File: src/rtl/mux_rr_arbiter.sv
// Round-robin owner of a shared 4:1 select datapath: grants one requester at a time,
// forwards its data with valid/ready and forces rotation after MAX_BURST beats.
module mux_rr_arbiter #(
   parameter int DW        = 4,
   parameter int MAX_BURST = 4
) (
   input  logic          clk,
   input  logic          rst,
   input  logic [3:0]    req,
   input  logic [DW-1:0] a,
   input  logic [DW-1:0] b,
   input  logic [DW-1:0] c,
   input  logic [DW-1:0] d,
   output logic [3:0]    gnt,
   output logic [1:0]    sel,
   output logic [DW-1:0] y,
   output logic          y_valid,
   input  logic          y_ready,
   output logic [3:0]    ack,
   output logic          busy
);

   typedef enum logic {IDLE, GRANT} state_t;

   localparam logic [3:0] LAST_BEAT = 4'(MAX_BURST - 1);

   state_t     state;
   logic [1:0] last;
   logic [3:0] beat_cnt;
   logic [1:0] winner;
   logic       transfer;

   // Scan downwards so the candidate nearest to last+1 is the one left standing.
   always_comb begin
      winner = last;
      for (int i = 4; i >= 1; i--) begin
         if (req[last + 2'(i)]) begin
            winner = last + 2'(i);
         end
      end
   end

   always_comb begin
      case (sel)
         2'd0:    y = a;
         2'd1:    y = b;
         2'd2:    y = c;
         default: y = d;
      endcase
   end

   // A cycle spent in reset never completes a beat, even mid-burst.
   always_comb begin
      y_valid  = (state == GRANT) && req[sel] && !rst;
      transfer = y_valid && y_ready;
      ack      = transfer ? (4'b0001 << sel) : 4'b0000;
   end

   always_ff @(posedge clk) begin
      if (rst) begin
         state    <= IDLE;
         gnt      <= 4'b0000;
         sel      <= 2'd0;
         busy     <= 1'b0;
         last     <= 2'd3;
         beat_cnt <= 4'd0;
      end else begin
         case (state)
            IDLE: begin
               if (req != 4'b0000) begin
                  state    <= GRANT;
                  gnt      <= 4'b0001 << winner;
                  sel      <= winner;
                  last     <= winner;
                  busy     <= 1'b1;
                  beat_cnt <= 4'd0;
               end
            end
            GRANT: begin
               if (!req[sel] || (transfer && beat_cnt == LAST_BEAT)) begin
                  state    <= IDLE;
                  gnt      <= 4'b0000;
                  busy     <= 1'b0;
                  beat_cnt <= 4'd0;
               end else if (transfer) begin
                  beat_cnt <= beat_cnt + 4'd1;
               end
            end
            default: begin
               state <= IDLE;
               gnt   <= 4'b0000;
               busy  <= 1'b0;
            end
         endcase
      end
   end

   a_gnt_onehot0 : assert property (@(posedge clk) disable iff (rst) $onehot0(gnt));
   a_gnt_busy    : assert property (@(posedge clk) disable iff (rst) ((gnt != 4'b0000) == busy));
   a_ack_subset  : assert property (@(posedge clk) disable iff (rst) ((ack & ~gnt) == 4'b0000));
   a_beat_bound  : assert property (@(posedge clk) disable iff (rst) (32'(beat_cnt) < MAX_BURST));

endmodule
File: config.mk
export PLATFORM = sky130hd
export DESIGN_NAME = mux_rr_arbiter
export DESIGN_NICKNAME = d
export VERILOG_FILES = /design/src/rtl/mux_rr_arbiter.sv
export SDC_FILE = /design/constraint.sdc
export NUM_CORES = 1
export LEC_CHECK = 0
export ABC_AREA = 1
export BUFFER_PORTS_ARGS = -buffer_cell sky130_fd_sc_hd__buf_2
export CAP_MARGIN = 20
export CORE_UTILIZATION = 49
export DETAILED_ROUTE_END_ITERATION = 10
export PLACE_DENSITY = 0.88
export SYNTH_ARGS = -nofsm -noshare
export SYNTH_HDL_FRONTEND = slang
export SYNTH_SLANG_ARGS = --single-unit
File: constraint.sdc
create_clock -name clk -period 1.35 [get_ports clk]
set_input_delay 0.0675 -clock clk [delete_from_list [all_inputs] [get_ports clk]]
set_output_delay 0.0675 -clock clk [all_outputs]
set_load 0.02 [all_outputs]
# == Word-level counts from Yosys, hierarchy flattened ==
# Index checks and enable logic that the tools add are counted.
# op_classes
n_addsub,4
order_cmp,4
n_eq_ne,6
shift,2
muxes,26
bitwise,1
n_reduce_logical,12
# ops
cell,n
$mux W4,6
$pmux W4 S2,2
$lt A2 B3 Y1 const B,4
$pmux W4 S3,1
$bmux W1 S2,4
$mux W1,8
$shl A1 B2 Y4 const A,2
$mux W2,3
$reduce_and A2 Y1,3
$add A2 B2 Y2 const B,2
$add A4 B1 Y4 const B,1
$eq A4 B2 Y1 const B,1
$logic_and A1 B1 Y1,4
$pmux W1 S2,2
$reduce_bool A4 Y1,1
$ne A3 B1 Y1 const B,1
$add A2 B1 Y2 const B,1
$eq A2 B1 Y1 const B,1
$eq A2 B2 Y1 const B,1
$logic_not A1 Y1,2
$logic_not A2 Y1,1
$ne A2 B1 Y1 const B,1
$ne A2 B2 Y1 const B,1
$logic_or A1 B1 Y1,1
$not A1 Y1,1
# totals
reg_bits,14
input_bits,23
out_inout_bits,16
wordCells,61

# == Longest topological paths before layout ==
# depth
word_depth,9
depth_mapped,12
ltp_nobuf,12

# == Worst setup path before layout ==
# No wires, ideal clock.
# synth_timing
path_type,register to output
start,register sel[0]
end,output port ack[3]
arrival_ns,1.619
t_required_ns,1.283
slack_ns,-0.337
path_stages_with_launch,10
n_path_buf,1
path_cell_list,dfxtp_1 -> buf_6 -> nand2_2 -> nand2_1 -> nand2_2 -> nand2_4 -> nand2_1 -> nor2_2 -> nand2_2 -> nor2_1
# synth_between
elab_chain_cells,6
# synth_rtl
item,line,text
start: declaration,15,"output logic [1:0] sel,"
start signal: assignment,73,sel <= winner;
$bmux W1 S2,54,y_valid = (state == GRANT) && req[sel] && !rst;
$mux W1 (implied by the code),54,
$logic_and A1 B1 Y1 (2 in a row),54,
via y_valid,17,"output logic y_valid,"
$logic_and A1 B1 Y1,55,transfer = y_valid && y_ready;
$mux W4,56,ack = transfer ? (4'b0001 << sel) : 4'b0000;
end: declaration,19,"output logic [3:0] ack,"
# The timed path passes the listed nets, and every way through them passes these cells. The select of a mux whose other input is x is not followed.

# == Worst setup path in the final report ==
# layout_timing
start,register sel[0]
end,output port ack[0]
# layout_between
elab_chain_cells,6
# layout_rtl
item,line
$bmux W1 S2,54
$mux W1 (implied by the code),54
$logic_and A1 B1 Y1 (2 in a row),54
$logic_and A1 B1 Y1,55
$mux W4 (*),56
# Mark *: on every way between the ends. The rest lies on a longest branch, timed or not. The select of a mux whose other input is x is not followed.

==> out/metrics.cfg <==
[run_status]
outcome=finished, violations left
violations=setup timing

[cts]
cts_made_buffers=3
clock_latency_ns=0.30
cts_root_buffer=clkbuf_4
cts_tree=built
cts_sinks=14
clkTransAtPathRegs_ns=0.10
ctsHtreeMaxLevel=1
clock_path_buffers=2

[die]
core-area_mm2=0.002022
dieHeight_um=49.22
die_area_mm2=0.002422
rows=16
initial_utilization_pct=54.02
ioPinCount=39
die-width_um=49.22

[critical_path]
startpoint_type=flip-flop
path_max_fanout=4
required_ns=1.28
endpoint_kind=output port
worst_r2r_startpoint=sel[0]
r2r_slack_ns=-0.16
cp.arrival_ns=1.58
timing.rr.end=beat_cnt[1]
reg2regPathDepth=11
crit_type=flip-flop to output port

[global_routing]
grt_first_pass_wirelength_um=5292
grt_pass1_vias=1243
grtUsageTotal_pct=27.90
grt_start_max_net_pins=11
antenna_found_initial=0
grt_remaining_overflow=0

[pwr]
ir_drop_mv=1.610
leakage_nw=0.8494
p_per_area_mw_per_mm2=1829

[sta]
postLayoutSetupSlackWorst_ns=-0.2986
rsz0062_at_grt=true
min_period_ns=1.649
clock-skew-final_ns=0.007300
setup_violations=21
finalCritPeriodShare_pct=122.1
holdWs_ns=0.1027
worst_pin_slew_ns=0.4458
relSlewSlack_pct=70.24
final_hold_viol_count=0
drv_slew=0
fmax_ghz=0.6066

[layout]
final_common_cell=nand2_1
nNetsFinal=251
design_area_mm2=0.001647
diodes=0
stdcell_count=253
layout_common_cells=52 x nand2_1, 32 x buf_2, 16 x nand2_2, 16 x inv_1, 13 x nand3_1
drive_gt1_share_pct=51.33
area_delta_synth_final_pct=50.74

[route]
wl_per_cell_um=15.03
via_per_inst=5.613
drc=0
drt_wl_total_um=3802
dr_total_vias=1420
drtIter0Drc=49
antenna_left=0
drt_first_pass_iters=4

[worst_hold_path]
hold_depth=2
holdPathEnd=sel[1]
min-delay-start=rst
hp-class=input pin to flip-flop

[logic_synthesis]
synth.avg_cell_area_um2=6.351
synth_ff_type=dfxtp_1
postSynthCellCount=172
yosys_register_bits=14
synth_cell_types=26
synth_nets=196
synth_edf_count=0
yosysSeqAreaShare_pct=25.66
synth_area_mm2=0.001092
yosys_warnings=0
async_reset_ff_share_pct=0

[placement]
pre_cts_slack_ns=-0.08654
placed_cells=242
place_hpwl_um=2229
numPortBuffers=38
gp_congestion=0.8562
placed_area_mm2=0.001391

[flow_run]
max_cap_violations=0

==> per-layer routing <==
layer  global-route usage [%]  vias up  share of wire (%)
met1                    31.80      641                 38
met2                    51.60       97                 50
met4                    7.353        0                3.4
met3                    5.919       16                9.2
met5                        0        -                  0
li1                         -      666                  -
==> power breakdown <==
group | internal (mW) | total, mW | switching, mW
Sequential | 0.537 | 0.678 | 0.141
Clock | 0.165 | 0.322 | 0.158
Combinational | 0.774 | 2.01 | 1.24
==> how the worst max path moves through the flow <==
stage                       start  endpoint  slack (ns)
after global placement     sel[0]    ack[0]       -0.03
after CTS                  sel[0]    ack[1]       -0.22
after global routing       sel[0]    ack[2]       -0.37
after detailed placement  last[0]    sel[0]       -0.09
after floorplan            sel[0]    ack[0]       -0.14
final                      sel[0]    ack[0]       -0.30
==> Yosys cell counts (2+ instances only) <==
| master | instances | share of area [%] |
|---|---|---|
| o21ai_1 | 3 | 1.4 |
| dfxtp_1 | 14 | 26 |
| nand3_2 | 3 | 2.7 |
| nand2_2 | 7 | 4.0 |
| nand2_4 | 2 | 2.1 |
| a21oi_1 | 4 | 1.8 |
| nand4_1 | 5 | 2.9 |
| inv_1 | 18 | 6.2 |
| nor3_1 | 2 | 0.92 |
| nand3_1 | 19 | 8.7 |
| nand2_1 | 64 | 22 |
| nor2_2 | 6 | 3.4 |
| nor2_1 | 7 | 2.4 |
| inv_2 | 4 | 1.4 |
| nor3_2 | 3 | 2.7 |
==> sequential cells by signal (all words and copies together) (netlist names) <==
signal and flops:
state 1, last 2, beat_cnt 4, sel 2, busy 1, gnt 4
==> kinds of logic (layout without fill, tap and decap cells) <==
group	Yosys count	count (layout)	share of synthesized area, %
compound gates	12	12	8.019
simple gates	120	120	55.44
buf+inv	25	79	9.735
fa+ha+maj	1	1	1.145
flops	14	14	25.66
==> worst max-delay path: stages (launching register included) <==
cell and delay, ns:
dfxtp_4 0.37, inv_2 0.06, nand2_1 0.05, nand2_1 0.08
nand2_2 0.07, nand2_4 0.07, nand2_4 0.05, nor2_4 0.14
nand2_4 0.11, nor3_4 0.14, buf_6 0.14
==> cell type report <==
cell class / instances / area, um2
fillers: 123 / 375.4
multi-input cells: 133 / 835.8
repair buffers: 53 / 360.3
well taps: 27 / 33.78
clock buffers: 4 / 36.28
flip-flops and latches: 14 / 290.3
inverters: 22 / 90.09
==> per-stage QoR <==
stage	setup TNS, ns	power (mW)	utilization [%]
after CTS	-3.269	2.650	75.74
after detailed placement	-0.4832	2.196	68.81
after floorplan	-0.4220	1.766	-
after global placement	-0.03436	2.139	68.81
final	-3.504	3.011	81.44
after global routing	-4.877	3.172	81.44
==> timing repair <==
action,in CTS,in global routing
hold buffers,0,0
pin swaps,6,11
setup buffers,5,4
resized for setup,21,31
endpoints found under the setup margin,17,23
(Power assumes the default switching activity.)
